File: src/rtl/lc3_pkg.sv
// Shared LC3 pipeline definitions: opcodes, control-word encodings and field
// positions, plus sign-extension and condition-code helpers.
package lc3_pkg;

   localparam logic [3:0] OP_ADD = 4'b0001;
   localparam logic [3:0] OP_AND = 4'b0101;
   localparam logic [3:0] OP_NOT = 4'b1001;
   localparam logic [3:0] OP_LEA = 4'b1110;

   typedef enum logic [1:0] {
      ALU_ADD  = 2'b00,
      ALU_AND  = 2'b01,
      ALU_NOT  = 2'b10,
      ALU_RSVD = 2'b11
   } alu_ctl_t;

   typedef enum logic [1:0] {
      PCS1_OFF11 = 2'b00,
      PCS1_OFF9  = 2'b01,
      PCS1_OFF6  = 2'b10,
      PCS1_ZERO  = 2'b11
   } pcsel1_t;

   typedef enum logic [1:0] {
      WB_ALU   = 2'b00,
      WB_RSVD1 = 2'b01,
      WB_PC    = 2'b10,
      WB_RSVD3 = 2'b11
   } wctl_t;

   // E_Control = {alu_control[1:0], pcselect1[1:0], pcselect2, op2select}
   localparam int EC_ALU_LSB  = 4;
   localparam int EC_PCS1_LSB = 2;
   localparam int EC_PCS2_BIT = 1;
   localparam int EC_OP2_BIT  = 0;

   // Replicates bit msb into every higher bit; lower bits pass through, so
   // sext(IR, 8) yields the sign-extended IR[8:0] directly.
   function automatic logic [15:0] sext(input logic [15:0] val, input logic [3:0] msb);
      logic [15:0] upper;
      upper = 16'hFFFF << msb;
      return val[msb] ? (val | upper) : (val & ~upper);
   endfunction

   function automatic logic [2:0] nzp_of(input logic [15:0] val);
      if (val[15])
         return 3'b100;
      else if (val == 16'h0000)
         return 3'b010;
      else
         return 3'b001;
   endfunction

endpackage

File: src/rtl/exec_alu.sv
// Execute-stage ALU: second-operand select (register or imm5) and the
// add / and / not operations.
module exec_alu
   import lc3_pkg::*;
(
   input  alu_ctl_t    alu_control,
   input  logic        op2select,
   input  logic [15:0] IR,
   input  logic [15:0] VSR1,
   input  logic [15:0] VSR2,
   output logic [15:0] aluout
);

   logic [15:0] op2;

   assign op2 = op2select ? VSR2 : sext(IR, 4'd4);

   always_comb begin
      aluout = 16'h0000;
      case (alu_control)
         ALU_ADD: aluout = VSR1 + op2;
         ALU_AND: aluout = VSR1 & op2;
         ALU_NOT: aluout = ~VSR1;
         default: aluout = 16'h0000;
      endcase
   end

endmodule

File: src/rtl/execute.sv
// LC3 execute stage: ALU, PC-relative address generation and condition codes,
// all captured into one rank of enable-gated registers for writeback.
module execute
   import lc3_pkg::*;
(
   input  logic        clk,
   input  logic        rst,
   input  logic        enable_execute,
   input  logic [15:0] IR,
   input  logic [15:0] npc_in,
   input  logic [5:0]  E_Control,
   input  logic [1:0]  W_Control_in,
   input  logic [15:0] VSR1,
   input  logic [15:0] VSR2,
   output logic [2:0]  sr1,
   output logic [2:0]  sr2,
   output logic [15:0] aluout,
   output logic [15:0] pcout,
   output logic [2:0]  dr,
   output logic [1:0]  W_Control_out,
   output logic [15:0] IR_Exec,
   output logic [2:0]  NZP
);

   alu_ctl_t    alu_control;
   pcsel1_t     pcselect1;
   logic        pcselect2;
   logic        op2select;

   logic [15:0] alu_next;
   logic [15:0] offset;
   logic [15:0] base;
   logic [15:0] pc_next;
   logic [2:0]  nzp_next;

   logic [15:0] aluout_reg;
   logic [15:0] pcout_reg;
   logic [2:0]  dr_reg;
   logic [1:0]  w_control_reg;
   logic [15:0] ir_exec_reg;
   logic [2:0]  nzp_reg;

   // Register addresses go straight back to the register file this cycle
   assign sr1 = IR[8:6];
   assign sr2 = IR[2:0];

   assign alu_control = alu_ctl_t'(E_Control[EC_ALU_LSB +: 2]);
   assign pcselect1   = pcsel1_t'(E_Control[EC_PCS1_LSB +: 2]);
   assign pcselect2   = E_Control[EC_PCS2_BIT];
   assign op2select   = E_Control[EC_OP2_BIT];

   exec_alu u_exec_alu (
      .alu_control (alu_control),
      .op2select   (op2select),
      .IR          (IR),
      .VSR1        (VSR1),
      .VSR2        (VSR2),
      .aluout      (alu_next)
   );

   always_comb begin
      offset = 16'h0000;
      case (pcselect1)
         PCS1_OFF11: offset = sext(IR, 4'd10);
         PCS1_OFF9:  offset = sext(IR, 4'd8);
         PCS1_OFF6:  offset = sext(IR, 4'd5);
         default:    offset = 16'h0000;
      endcase
   end

   assign base    = pcselect2 ? npc_in : VSR1;
   assign pc_next = base + offset;

   // Flags follow whichever value writeback will commit
   always_comb begin
      nzp_next = 3'b000;
      case (wctl_t'(W_Control_in))
         WB_ALU:  nzp_next = nzp_of(alu_next);
         WB_PC:   nzp_next = nzp_of(pc_next);
         default: nzp_next = 3'b000;
      endcase
   end

   always_ff @(posedge clk) begin
      if (rst) begin
         aluout_reg    <= 16'h0000;
         pcout_reg     <= 16'h0000;
         dr_reg        <= 3'b000;
         w_control_reg <= 2'b00;
         ir_exec_reg   <= 16'h0000;
         nzp_reg       <= 3'b000;
      end else if (enable_execute) begin
         aluout_reg    <= alu_next;
         pcout_reg     <= pc_next;
         dr_reg        <= IR[11:9];
         w_control_reg <= W_Control_in;
         ir_exec_reg   <= IR;
         nzp_reg       <= nzp_next;
      end
   end

   assign aluout        = aluout_reg;
   assign pcout         = pcout_reg;
   assign dr            = dr_reg;
   assign W_Control_out = w_control_reg;
   assign IR_Exec       = ir_exec_reg;
   assign NZP           = nzp_reg;

endmodule

File: config.mk
export PLATFORM = sky130hd
export DESIGN_NAME = execute
export DESIGN_NICKNAME = d
export VERILOG_FILES = /design/src/rtl/lc3_pkg.sv /design/src/rtl/exec_alu.sv /design/src/rtl/execute.sv
export SDC_FILE = /design/constraint.sdc
export NUM_CORES = 1
export LEC_CHECK = 0
export CAP_MARGIN = 10
export CORE_MARGIN = 2
export CORE_UTILIZATION = 50
export CTS_BUF_LIST = sky130_fd_sc_hd__clkbuf_16
export CTS_CLUSTER_SIZE = 25
export DETAILED_ROUTE_END_ITERATION = 12
export DONT_BUFFER_PORTS = 1
export GPL_TIMING_DRIVEN = 0
export PLACE_DENSITY = 0.67
export SLEW_MARGIN = 0
export SYNTH_ARGS = -nofsm -noshare
export SYNTH_HDL_FRONTEND = slang
export SYNTH_SLANG_ARGS = --single-unit
File: constraint.sdc
create_clock -name clk -period 12.1 [get_ports clk]
set_clock_uncertainty 0.15 [all_clocks]
set_input_delay 1.21 -clock clk [delete_from_list [all_inputs] [get_ports clk]]
set_output_delay 1.21 -clock clk [all_outputs]
set_load 0.01 [all_outputs]
==> run metrics <==
synth-to-layout area growth 6.778%; Worst slew margin 0.4793; DR iter-0 viols 139; Core Rows 33; hold_buf cts 0; hold_ws 0.3665 ns; post-DP HPWL just over 10000 um; most area-hungry cell type in the Yosys netlist dfxtp_1; Die X-Extent 96.55 um; PD cells 119.2 mW/mm2; Synth Warn # 0; first-pass GRT wire length 19150 um; Layout fillers a little under 800; vias in the first global route ~3800; Hold Path Class register to register; GP Congestion 0.9343; Reg clk slew, reported paths 0.07 ns; final core occ 0.5538; status finished, final reports clean; core area ~0.0083 mm2; Ports 137; Synth top area share 0.2477; Final Instance Count excl. Fillers 648; final worst path period share 0.4180; worst skew pair latency 0.30 ns; RSZ-0062 raised after global routing false; number of synthesized flops with an enable pin 0; Leak 1.924 nW; syn_nets approximately 640; crit start category input port; top cells by area, synth dfxtp_1, mux2i_1, ha_1, nor2_1, nand2_1; Slew Limit Fails 0; endpoints failing setup 0; post-CTS setup buffers 0; Commonest cells post-synth nor2_1, dfxtp_1, nand2_1; Via Count 4008; main flop type after synthesis dfxtp_1; GRT Overall Usage 0.2689; largest net degree at the start of global routing 20; average wire per standard cell a little under 20 um; TritonRoute pass-1 iters 5; CTS Root Cell clkbuf_16; Seq/Total Area, Yosys 0.2477; Final #Nets 645; WS Path Type input port to register; peak supply drop 0.07636 mV; Synth Instances 533; Storage cell area 0.001061 mm2; chip height 96.55 um; via count normalized by instance count ~6.2; post-cts resize count 0; post-synthesis cell area 0.004283 mm2; count leader, synth nor2_1; maximum clock insertion buffer count 2; grt ovf 0; initial antenna violation count 1; total CTS buffers 5; Max FO, Critical Path 10; TritonCTS clock tree built; DRC Markers 0; Setup TNS Final 0 ns; initial core utilization 0.5186; Avg Cell Area, Syn around 8 um2; min Tclk post-route 5.057 ns; Fmax achieved 197.7 MHz; Placed Instances 638; layout cells sized above 1 0.09242; MaxCap Viol Count 0; footprint of the multi-input gates 0.002950 mm2; Worst Path Required 12.19 ns; WL final 12720 um; I/O Buffers 0; die area 0.009322 mm2; CTS sink cnt 53; H-tree depth reported by CTS 2; CP endpoint kind register; Data arrival, critical path 5.15 ns; Yosys cell types 64; Final Hold Violating Endpoints 0; Async SR Flop Fraction 0; post-route ant nets 0; Slew @ Worst Pin 0.7782 ns; synthesized flop and latch total 53
[layout by cell type, fill, tap and decap left out, types with 6 or more instances in the layout]
cell,count
nor2_1,86
dfxtp_1,53
nand2_1,50
mux2i_1,40
ha_1,28
a21oi_1,26
a211oi_1,22
clkbuf_1,21
o21ai_0,20
mux2_2,15
xnor2_1,14
inv_1,12
nor3_1,12
buf_4,9
nand3_1,8
o211ai_1,7
and2_1,6
nand2b_1,6
a21o_1,6
xor2_1,6
[final cells by class]
type | count | area share
inverters | 14 | 0.01149
flip-flops and latches | 53 | 0.2320
clock buffers | 5 | 0.02736
well taps | 105 | 0.02873
plain buffers | 35 | 0.04788
clock inverters | 3 | 0.006293
diodes | 2 | 0.001094
multi-input cells | 431 | 0.6451
[worst max-delay path, stage by stage]
cell and delay (ns):
buf_6 0.13, clkbuf_1 0.43, nand2_1 0.08, o21ai_0 0.16
inv_1 0.10, fa_1 0.44, nor2b_1 0.23, o22ai_1 0.18
xnor2_1 0.21, or4b_1 0.54, nor4_1 0.30, nand4b_1 0.16
nor4_1 0.54, and4bb_2 0.33, a221o_1 0.10
[through the flow]
| stage | total power (W) | setup slack, ns | cell area, um2 |
|---|---|---|---|
| floorplan | 0.0003562 | 7.473 | 4283 |
| global placement | 0.0003923 | 6.805 | 4414 |
| detailed placement | 0.0003955 | 6.789 | 4414 |
| CTS | 0.0005459 | 7.087 | 4568 |
| global route | 0.0005737 | 6.761 | 4568 |
| finish | 0.0005453 | 7.043 | 4573 |
[worst paths after layout]
check	endpoint	slack (ns)	start	cells past startpoint
worst min register to register	aluout[2]$_SDFFE_PP0P_	0.37	aluout[2]$_SDFFE_PP0P_	2
worst max-delay path	NZP[1]$_SDFFE_PP0P_	7.04	E_Control[1]	15
worst min-delay path	aluout[2]$_SDFFE_PP0P_	0.37	aluout[2]$_SDFFE_PP0P_	2
worst max register to register	NZP[1]$_SDFFE_PP0P_	10.76	NZP[1]$_SDFFE_PP0P_	3
[report_power, final]
| part | switching, W | internal, W |
|---|---|---|
| Clock | 0.0000711 | 0.0000795 |
| Sequential | 0.0000173 | 0.000189 |
| Combinational | 0.000107 | 0.0000811 |
| Total | 0.000196 | 0.000350 |
[metal layers]
metal  up-vias  part of all wire  track usage
met5         -                 0            0
met4         0             0.034       0.1174
met3        31             0.074      0.05508
met2       151              0.49       0.4664
met1      1878              0.40       0.3204
li1       1948                 -            -
[kinds of logic (layout without fill, tap and decap cells)]
group | Yosys count | count (layout) | share of synthesized area
xor+xnor | 20 | 20 | 0.04090
mux | 55 | 55 | 0.1329
buf+inv | 49 | 57 | 0.06339
other cells | 0 | 2 | 0
flops | 53 | 53 | 0.2477
simple gates | 205 | 205 | 0.2244
compound gates | 121 | 121 | 0.1995
fa+ha+maj | 30 | 30 | 0.09115
(Power assumes the default switching activity.)
